`src/rtl/viterbi_link_ctrl.sv`:
```
// Test-link sequencer: PRBS frame into the encoder, burst-error channel
// register, and delayed payload alignment against the decoder output.
//
// Ports
//   clk, rst          : clock, async active-low reset
//   start_i           : run request (ignored while busy_o)
//   frame_len_i       : payload bits per frame
//   err_period_i      : injection period minus one, in channel symbols
//   err_burst_i       : corrupted symbols per period (0 = off)
//   err_mask_i        : XOR mask applied to corrupted symbols
//   enc_bit_o/enc_en_o: encoder bit and enable
//   enc_sym_i/enc_valid_i : encoder symbol stream
//   chan_sym_o/dec_en_o   : registered channel symbol to decoder
//   dec_bit_i         : decoded bit
//   busy_o, done_o    : frame in progress, end-of-frame pulse
//   bit_err_cnt_o     : payload bits decoded wrongly
//   inj_cnt_o         : channel symbols corrupted
module viterbi_link_ctrl #(
  parameter int DEC_LATENCY = 24,
  parameter int TAIL_LEN    = 2,
  parameter int CNT_W       = 16
) (
  input  logic             clk,
  input  logic             rst,
  input  logic             start_i,
  input  logic [CNT_W-1:0] frame_len_i,
  input  logic [3:0]       err_period_i,
  input  logic [3:0]       err_burst_i,
  input  logic [1:0]       err_mask_i,
  output logic             enc_bit_o,
  output logic             enc_en_o,
  input  logic [1:0]       enc_sym_i,
  input  logic             enc_valid_i,
  output logic [1:0]       chan_sym_o,
  output logic             dec_en_o,
  input  logic             dec_bit_i,
  output logic             busy_o,
  output logic             done_o,
  output logic [CNT_W-1:0] bit_err_cnt_o,
  output logic [CNT_W-1:0] inj_cnt_o
);

  typedef enum logic [2:0] {
    S_IDLE,
    S_SEND,
    S_FLUSH,
    S_DRAIN,
    S_DONE
  } state_t;

  localparam logic [CNT_W-1:0] FLUSH_LAST =
    CNT_W'(TAIL_LEN - 1);
  localparam logic [CNT_W-1:0] DRAIN_LAST =
    CNT_W'(DEC_LATENCY - 1);
  localparam logic [CNT_W-1:0] CNT_MAX = '1;

  state_t state, state_nx;

  logic [CNT_W-1:0] cnt_q, cnt_nx;
  logic [CNT_W-1:0] len_q;
  logic [3:0]       per_q;
  logic [3:0]       burst_q;
  logic [1:0]       mask_q;
  logic [3:0]       phase_q;
  logic [6:0]       lfsr_q;
  logic             accept;
  logic             inject;
  logic             tag_in;

  logic [DEC_LATENCY-1:0] dl_tag;
  logic [DEC_LATENCY-1:0] dl_bit;

  always_comb begin
    state_nx = state;
    cnt_nx   = cnt_q + 1'b1;
    accept   = 1'b0;
    unique case (state)
      S_IDLE: begin
        cnt_nx = '0;
        if (start_i) begin
          accept   = 1'b1;
          state_nx = (frame_len_i == '0) ?
                     S_FLUSH : S_SEND;
        end
      end
      S_SEND: begin
        if (cnt_q == len_q - 1'b1) begin
          state_nx = S_FLUSH;
          cnt_nx   = '0;
        end
      end
      S_FLUSH: begin
        if (cnt_q == FLUSH_LAST) begin
          state_nx = S_DRAIN;
          cnt_nx   = '0;
        end
      end
      S_DRAIN: begin
        if (cnt_q == DRAIN_LAST) begin
          state_nx = S_DONE;
          cnt_nx   = '0;
        end
      end
      S_DONE: begin
        state_nx = S_IDLE;
        cnt_nx   = '0;
      end
      default: begin
        state_nx = S_IDLE;
        cnt_nx   = '0;
      end
    endcase
  end

  assign enc_en_o  = (state == S_SEND) ||
                     (state == S_FLUSH);
  assign enc_bit_o = (state == S_SEND) & lfsr_q[6];
  assign busy_o    = (state != S_IDLE);
  assign done_o    = (state == S_DONE);

  // Only payload bits are tagged; tail and idle
  // entries travel through untagged.
  assign tag_in = enc_en_o & (state == S_SEND);

  assign inject = enc_valid_i & busy_o &
                  (burst_q != 4'd0) &
                  (phase_q < burst_q);

  always_ff @(posedge clk or negedge rst) begin
    if (!rst) begin
      state   <= S_IDLE;
      cnt_q   <= '0;
      len_q   <= '0;
      per_q   <= '0;
      burst_q <= '0;
      mask_q  <= '0;
      lfsr_q  <= 7'h7F;
    end else begin
      state <= state_nx;
      cnt_q <= cnt_nx;
      if (accept) begin
        len_q   <= frame_len_i;
        per_q   <= err_period_i;
        burst_q <= err_burst_i;
        mask_q  <= err_mask_i;
        lfsr_q  <= 7'h7F;
      end else if (state == S_SEND) begin
        lfsr_q <= {lfsr_q[5:0],
                   lfsr_q[6] ^ lfsr_q[5]};
      end
    end
  end

  always_ff @(posedge clk or negedge rst) begin
    if (!rst) begin
      phase_q    <= '0;
      chan_sym_o <= '0;
      dec_en_o   <= 1'b0;
      inj_cnt_o  <= '0;
    end else begin
      dec_en_o   <= enc_valid_i;
      chan_sym_o <= enc_sym_i ^
                    (inject ? mask_q : 2'b00);
      if (accept) begin
        phase_q <= '0;
      end else if (enc_valid_i) begin
        phase_q <= (phase_q == per_q) ?
                   4'd0 : phase_q + 4'd1;
      end
      if (accept) begin
        inj_cnt_o <= '0;
      end else if (inject && inj_cnt_o != CNT_MAX) begin
        inj_cnt_o <= inj_cnt_o + 1'b1;
      end
    end
  end

  always_ff @(posedge clk or negedge rst) begin
    if (!rst) begin
      dl_tag        <= '0;
      dl_bit        <= '0;
      bit_err_cnt_o <= '0;
    end else begin
      dl_tag <= {dl_tag[DEC_LATENCY-2:0], tag_in};
      dl_bit <= {dl_bit[DEC_LATENCY-2:0], enc_bit_o};
      if (accept) begin
        bit_err_cnt_o <= '0;
      end else if (dl_tag[DEC_LATENCY-1] &&
                   (dec_bit_i != dl_bit[DEC_LATENCY-1]) &&
                   (bit_err_cnt_o != CNT_MAX)) begin
        bit_err_cnt_o <= bit_err_cnt_o + 1'b1;
      end
    end
  end

endmodule
```
`config.mk`:
```
export PLATFORM = sky130hd
export DESIGN_NAME = viterbi_link_ctrl
export DESIGN_NICKNAME = d
export VERILOG_FILES = /design/src/rtl/viterbi_link_ctrl.sv
export SDC_FILE = /design/constraint.sdc
export NUM_CORES = 1
export LEC_CHECK = 0
export CAP_MARGIN = 20
export CORE_UTILIZATION = 45
export DETAILED_ROUTE_END_ITERATION = 8
export PLACE_DENSITY_LB_ADDON = 0.15
export SKIP_CTS_REPAIR_TIMING = 1
export SLEW_MARGIN = 30
export SYNTH_ARGS = -nofsm -noshare
export SYNTH_HDL_FRONTEND = slang
export SYNTH_SLANG_ARGS = --single-unit
```
`constraint.sdc`:
```
create_clock -name clk -period 8 [get_ports clk]
set_clock_uncertainty 0.05 [all_clocks]
set_input_delay 2.4 -clock clk [delete_from_list [all_inputs] [get_ports clk]]
set_output_delay 2.4 -clock clk [all_outputs]
set_load 0.02 [all_outputs]
```
# After elaboration in Yosys (flattened, before gate mapping)
# Index checks and enable logic that the tools add are counted.
[totals]
regBits = 139
inputBits = 33
out_inout_bits = 39
wordCells = 77
[classes]
add_sub_neg = 5
n_lt_le_gt_ge = 1
eq_ne = 15
muxes = 22
n_bitwise = 7
n_reduce_logical = 13
[op_table]
columns = ["operator", "n"]
rows = [
  ["2-to-1 mux 16 bit", 7],
  ["adder 16 x 1 -> 16 bit (second input constant)", 3],
  ["one-hot mux 16 bit (3 select lines)", 1],
  ["!= test 16 bit (second input constant)", 2],
  ["equality test 16 x 1 -> 1 bit (second input constant)", 1],
  ["equality test 16 bit", 1],
  ["equality test 16 x 5 -> 1 bit (second input constant)", 1],
  ["zero test 16 bit", 1],
  ["subtractor 16 x 1 -> 16 bit (second input constant)", 1],
  ["2-to-1 mux 7 bit", 2],
  ["2-to-1 mux 3 bit", 4],
  ["2-to-1 mux 4 bit", 3],
  ["one-hot mux 3 bit (4 select lines)", 1],
  ["!= test 2 bit (second input constant)", 4],
  ["nonzero test 2 bit", 4],
  ["equality test 3 x 2 -> 1 bit (second input constant)", 2],
  ["bitwise AND 1 bit", 5],
  ["adder 4 x 1 -> 4 bit (second input constant)", 1],
  ["equality test 4 bit", 1],
  ["less-than comparator 4 bit", 1],
  ["2-to-1 mux 2 bit", 2],
  ["AND reduction 4 bit", 1],
  ["nonzero test 4 bit", 1],
  ["equality test 3 x 1 -> 1 bit (second input constant)", 1],
  ["other kinds (9)", 12],
]

# Longest topological paths before layout
[depth]
word_depth = 7
depth_mapped = 11
mapped_depth_nobuf = 9

# Least setup slack after synthesis
# Ideal clock, no wire load.
[synth_path]
path_kind = "input-to-reg"
start = "input port enc_valid_i"
end = "register inj_cnt_o[12]"
arrival_ns = 3.786
path_slack_ns = 4.032
path_stages = 6
path_buffers = 1
path_cell_list = "or4b_1 -> a211oi_1 -> clkbuf_1 -> nand4_1 -> xor2_1 -> nor2_1"
[synth_via]
elab_chain_cells = 5
[synth_lines]
columns = ["element", "line_no", "source"]
rows = [
  ["from (decl)", "33", "input logic enc_valid_i,"],
  ["bitwise AND 1 bit (2 in series)", "125", "assign inject = enc_valid_i & busy_o &"],
  ["bitwise AND 1 bit", "126", "(burst_q != 4'd0) &"],
  ["logical AND 1 bit", "172", "end else if (inject && inj_cnt_o != CNT_MAX) begin"],
  ["nonzero test 2 bit (no source line)", "--", ""],
  ["to (signal assigned)", "173", "inj_cnt_o <= inj_cnt_o + 1'b1;"],
  ["to (decl)", "40", "output logic [CNT_W-1:0] inj_cnt_o"],
]
# No other way between the ends.
# A chain may end at the register's enable or synchronous reset.

# Worst setup path in the final report
[layout_path]
start = "register state[0]"
end = "output port enc_bit_o"
[layout_via]
elab_chain_cells = 2
[layout_lines]
columns = ["element", "line_no", "source"]
rows = [
  ["from (decl)", "57", "state_t state, state_nx;"],
  ["from (signal assigned)", "139", "state <= state_nx;"],
  ["equality test 3 x 1 -> 1 bit", "117", "assign enc_bit_o = (state == S_SEND) & lfsr_q[6];"],
  ["bitwise AND 1 bit", "117", ""],
  ["to (decl)", "30", "output logic enc_bit_o,"],
]
# No other way between the ends.

==> impl_metrics.csv <==
group,metric,value,unit
grt,grt_pass1_wl,21200,µm
synthesis,synthesis.area,0.00602,mm²
die,die_h,118,µm
finish,final-seq-area,0.00349,mm²
timing,setup_violations,0,
worst_setup_path,crit_type,"reg2out",
place,gp_congestion,0.878,
power_and_ir_drop,vdd_drop_max,0.000174,V
detailed_routing,viasPerCell,5.24,
synthesis,syn-num-nets,610,
place,dp_slack,3.29,ns
synthesis,synthDistinctLibCells,52,
finish,multi_input_area,0.00241,mm²
detailed_routing,vias,4345,
timing,slew_violations,0,
synthesis,yosysSeqAreaShare,0.580,
worst_setup_path,r2r_setup_slack,4.74,ns
cts,clock-sinks,139,
worst_setup_path,arrival,2.51,ns
place,port_buffers,71,
worst_setup_path,cp_max_fo,11,
flow_run,drv_cap,0,
timing,finalHoldViolations,0,
synthesis,synthFlopType,"dfrtp_1",
die,die-area,0.0138,mm²
timing,post-route-period-util,0.620,
power_and_ir_drop,power_density,331,mW/mm²
cts,clk_pin_slew,0.06,ns
worst_setup_path,endpoint_kind,"output port",
grt,gr-usage-all-layers,0.194,
cts,cts_buffers,17,
cts,clockBufferDepth,2,
timing,final.setup.worst_slack,3.04,ns
synthesis,synthCells,568,
die,ioPinCount,72,
grt,grt_pass1_vias,4306,
worst_setup_path,setup.worst_path.start_class,"flip-flop",
timing,rsz0062_at_grt,"no",
die,fp-row-count,41,
synthesis,async_flop_share,1.00,
cts,insertion_delay,0.42,ns
finish,final_cells,829,
worst_hold_path,hp-class,"reg2reg",
synthesis,synth_edf_count,0,
die,start_util,0.469,
place,dpl.cell_count,797,
worst_setup_path,r2r_cells,7,
timing,maxClockFrequency,201,MHz
finish,layout-drive-gt1-share,0.0822,
timing,setup_tns,0,ns
detailed_routing,ant_nets,0,
finish,syn2layout_area_growth,24.1,%
cts,cts-root-buf,"clkbuf_16",
detailed_routing,avgRoutedWirePerCell,14.9,µm
timing,worst_slew_pin_slew,0.860,ns
worst_hold_path,hold_depth,0,
power_and_ir_drop,p_leak,3.36,nW
outcome,status,"finished, final reports clean",
synthesis,avgSynthCellArea,10.6,µm²
synthesis,synth-seq-cells,139,
finish,diodes,0,
place,hpwl,8320,µm
grt,grt_max_degree,73,
detailed_routing,drc,0,
synthesis,yosys_warnings,0,
cts,cts_tree,"built",
timing,fin_crit,4.96,ns
grt,grt_overflow,0,
detailed_routing,drt-total-wl,12300,µm
detailed_routing,drtIter0Drc,288,
cts,h-tree-depth,4,
worst_setup_path,cp.required,5.55,ns
finish,fillers,1095,
die,core,0.0128,mm²
die,die_w,118,µm
detailed_routing,drt_first_pass_iters,4,
finish,final_nets,686,
timing,relSlewSlack,0.427,
grt,antenna_found_initial,0,
==> critical path: stages, from the launching register on <==
cell,delay (ns)
dfrtp_1,0.52
or3b_2,0.61
clkinv_1,0.18
and2_1,0.17
clkdlybuf4s50_1,0.61
==> state kept, by name (all words and copies together), names as in the netlist <==
signal	flops
inj_cnt_o	16
bit_err_cnt_o	16
state	3
burst_q	4
cnt_q	16
dl_tag	24
chan_sym_o	2
dl_bit	24
mask_q	2
phase_q	4
len_q	16
lfsr_q	7
dec_en_o	1
per_q	4
==> area by class of cell <==
cell class	count	area share
Timing Repair Buffer	74	0.0983
Clock buffer	22	0.0662
Sequential cell	139	0.467
Inverter	12	0.00603
Clock inverter	10	0.0106
Tap cell	172	0.0288
Multi-Input combinational cell	400	0.323
==> path summary, 6_finish.rpt <==
check,start,to
min in group asynchronous,rst,bit_err_cnt_o[3]
min,dl_tag[2],dl_tag[3]
max,state[0],enc_bit_o
max reg2reg,len_q[4],state[0]
min reg2reg,dl_tag[2],dl_tag[3]
max in group asynchronous,rst,inj_cnt_o[13]
==> Yosys cell counts (all sizes together), types with 4 or more instances <==
cell type	n	area, µm²
nand3	25	125
nand2	107	402
buf	5	35.0
ha	9	113
nor4	14	124
nor3	11	55.1
xor2	35	307
a21oi	9	45.0
dfstp	7	184
inv	11	41.3
and4	6	52.6
xnor2	35	307
nor2	59	221
and2	4	25.0
nand2b	5	31.3
o21ai	11	55.1
nor3b	5	37.5
dfrtp	132	3300
and3	12	75.1
nand3b	5	41.3
clkbuf	12	45.0
nand4	13	81.3
==> metrics by stage <==
step / power (W) / utilization / cell area (µm²) / hold WS, ns
final: 0.00247 / 0.582 / 7470 / 0.293
after global placement: 0.00170 / 0.537 / 6890 / 0.284
after detailed placement: 0.00173 / 0.537 / 6890 / 0.286
after floorplan: 0.00153 / - / 6020 / 0.281
after CTS: 0.00249 / 0.582 / 7470 / 0.297
after global routing: 0.00262 / 0.582 / 7470 / 0.302
==> cells by family after synthesis <==
group,after synthesis,share of synthesized area
AOI/OAI and AO/OA,41,0.0460
xor gates and xnor gates,70,0.102
adders and majority gates,9,0.0187
buffers and inverters,29,0.0208
DFF,139,0.580
muxes,5,0.0102
and+or+nand+nor,275,0.223
==> power by group <==
group | total (W) | internal (W) | switching, W
sequential | 0.00106 | 0.000902 | 0.000162
combinational | 0.000659 | 0.000287 | 0.000372
clock | 0.000746 | 0.000441 | 0.000305
total | 0.00247 | 0.00163 | 0.000839
==> routing by layer <==
metal,track usage,part of all wire,vias to the layer above
met5,0,0,-
met4,0.0777,0.015,0
met3,0.0480,0.039,12
met2,0.296,0.46,95
met1,0.266,0.48,2162
li1,-,-,2076
==> placed cells by master, fill, tap and decap left out, types with 6 or more instances in the layout <==
cell             count
clkdlybuf4s50_1     70
dfrtp_1            132
and4_1               6
nor2_1              58
dfstp_2              7
o21ai_0             11
inv_1               11
nand4_1             13
ha_1                 9
xnor2_1             35
nand3_1             25
a21oi_1              9
nand2_1            106
clkbuf_16           17
nor3_1              11
and3_1              12
nor4_1              11
xor2_1              35
Power figures use the tool's default switching activity.
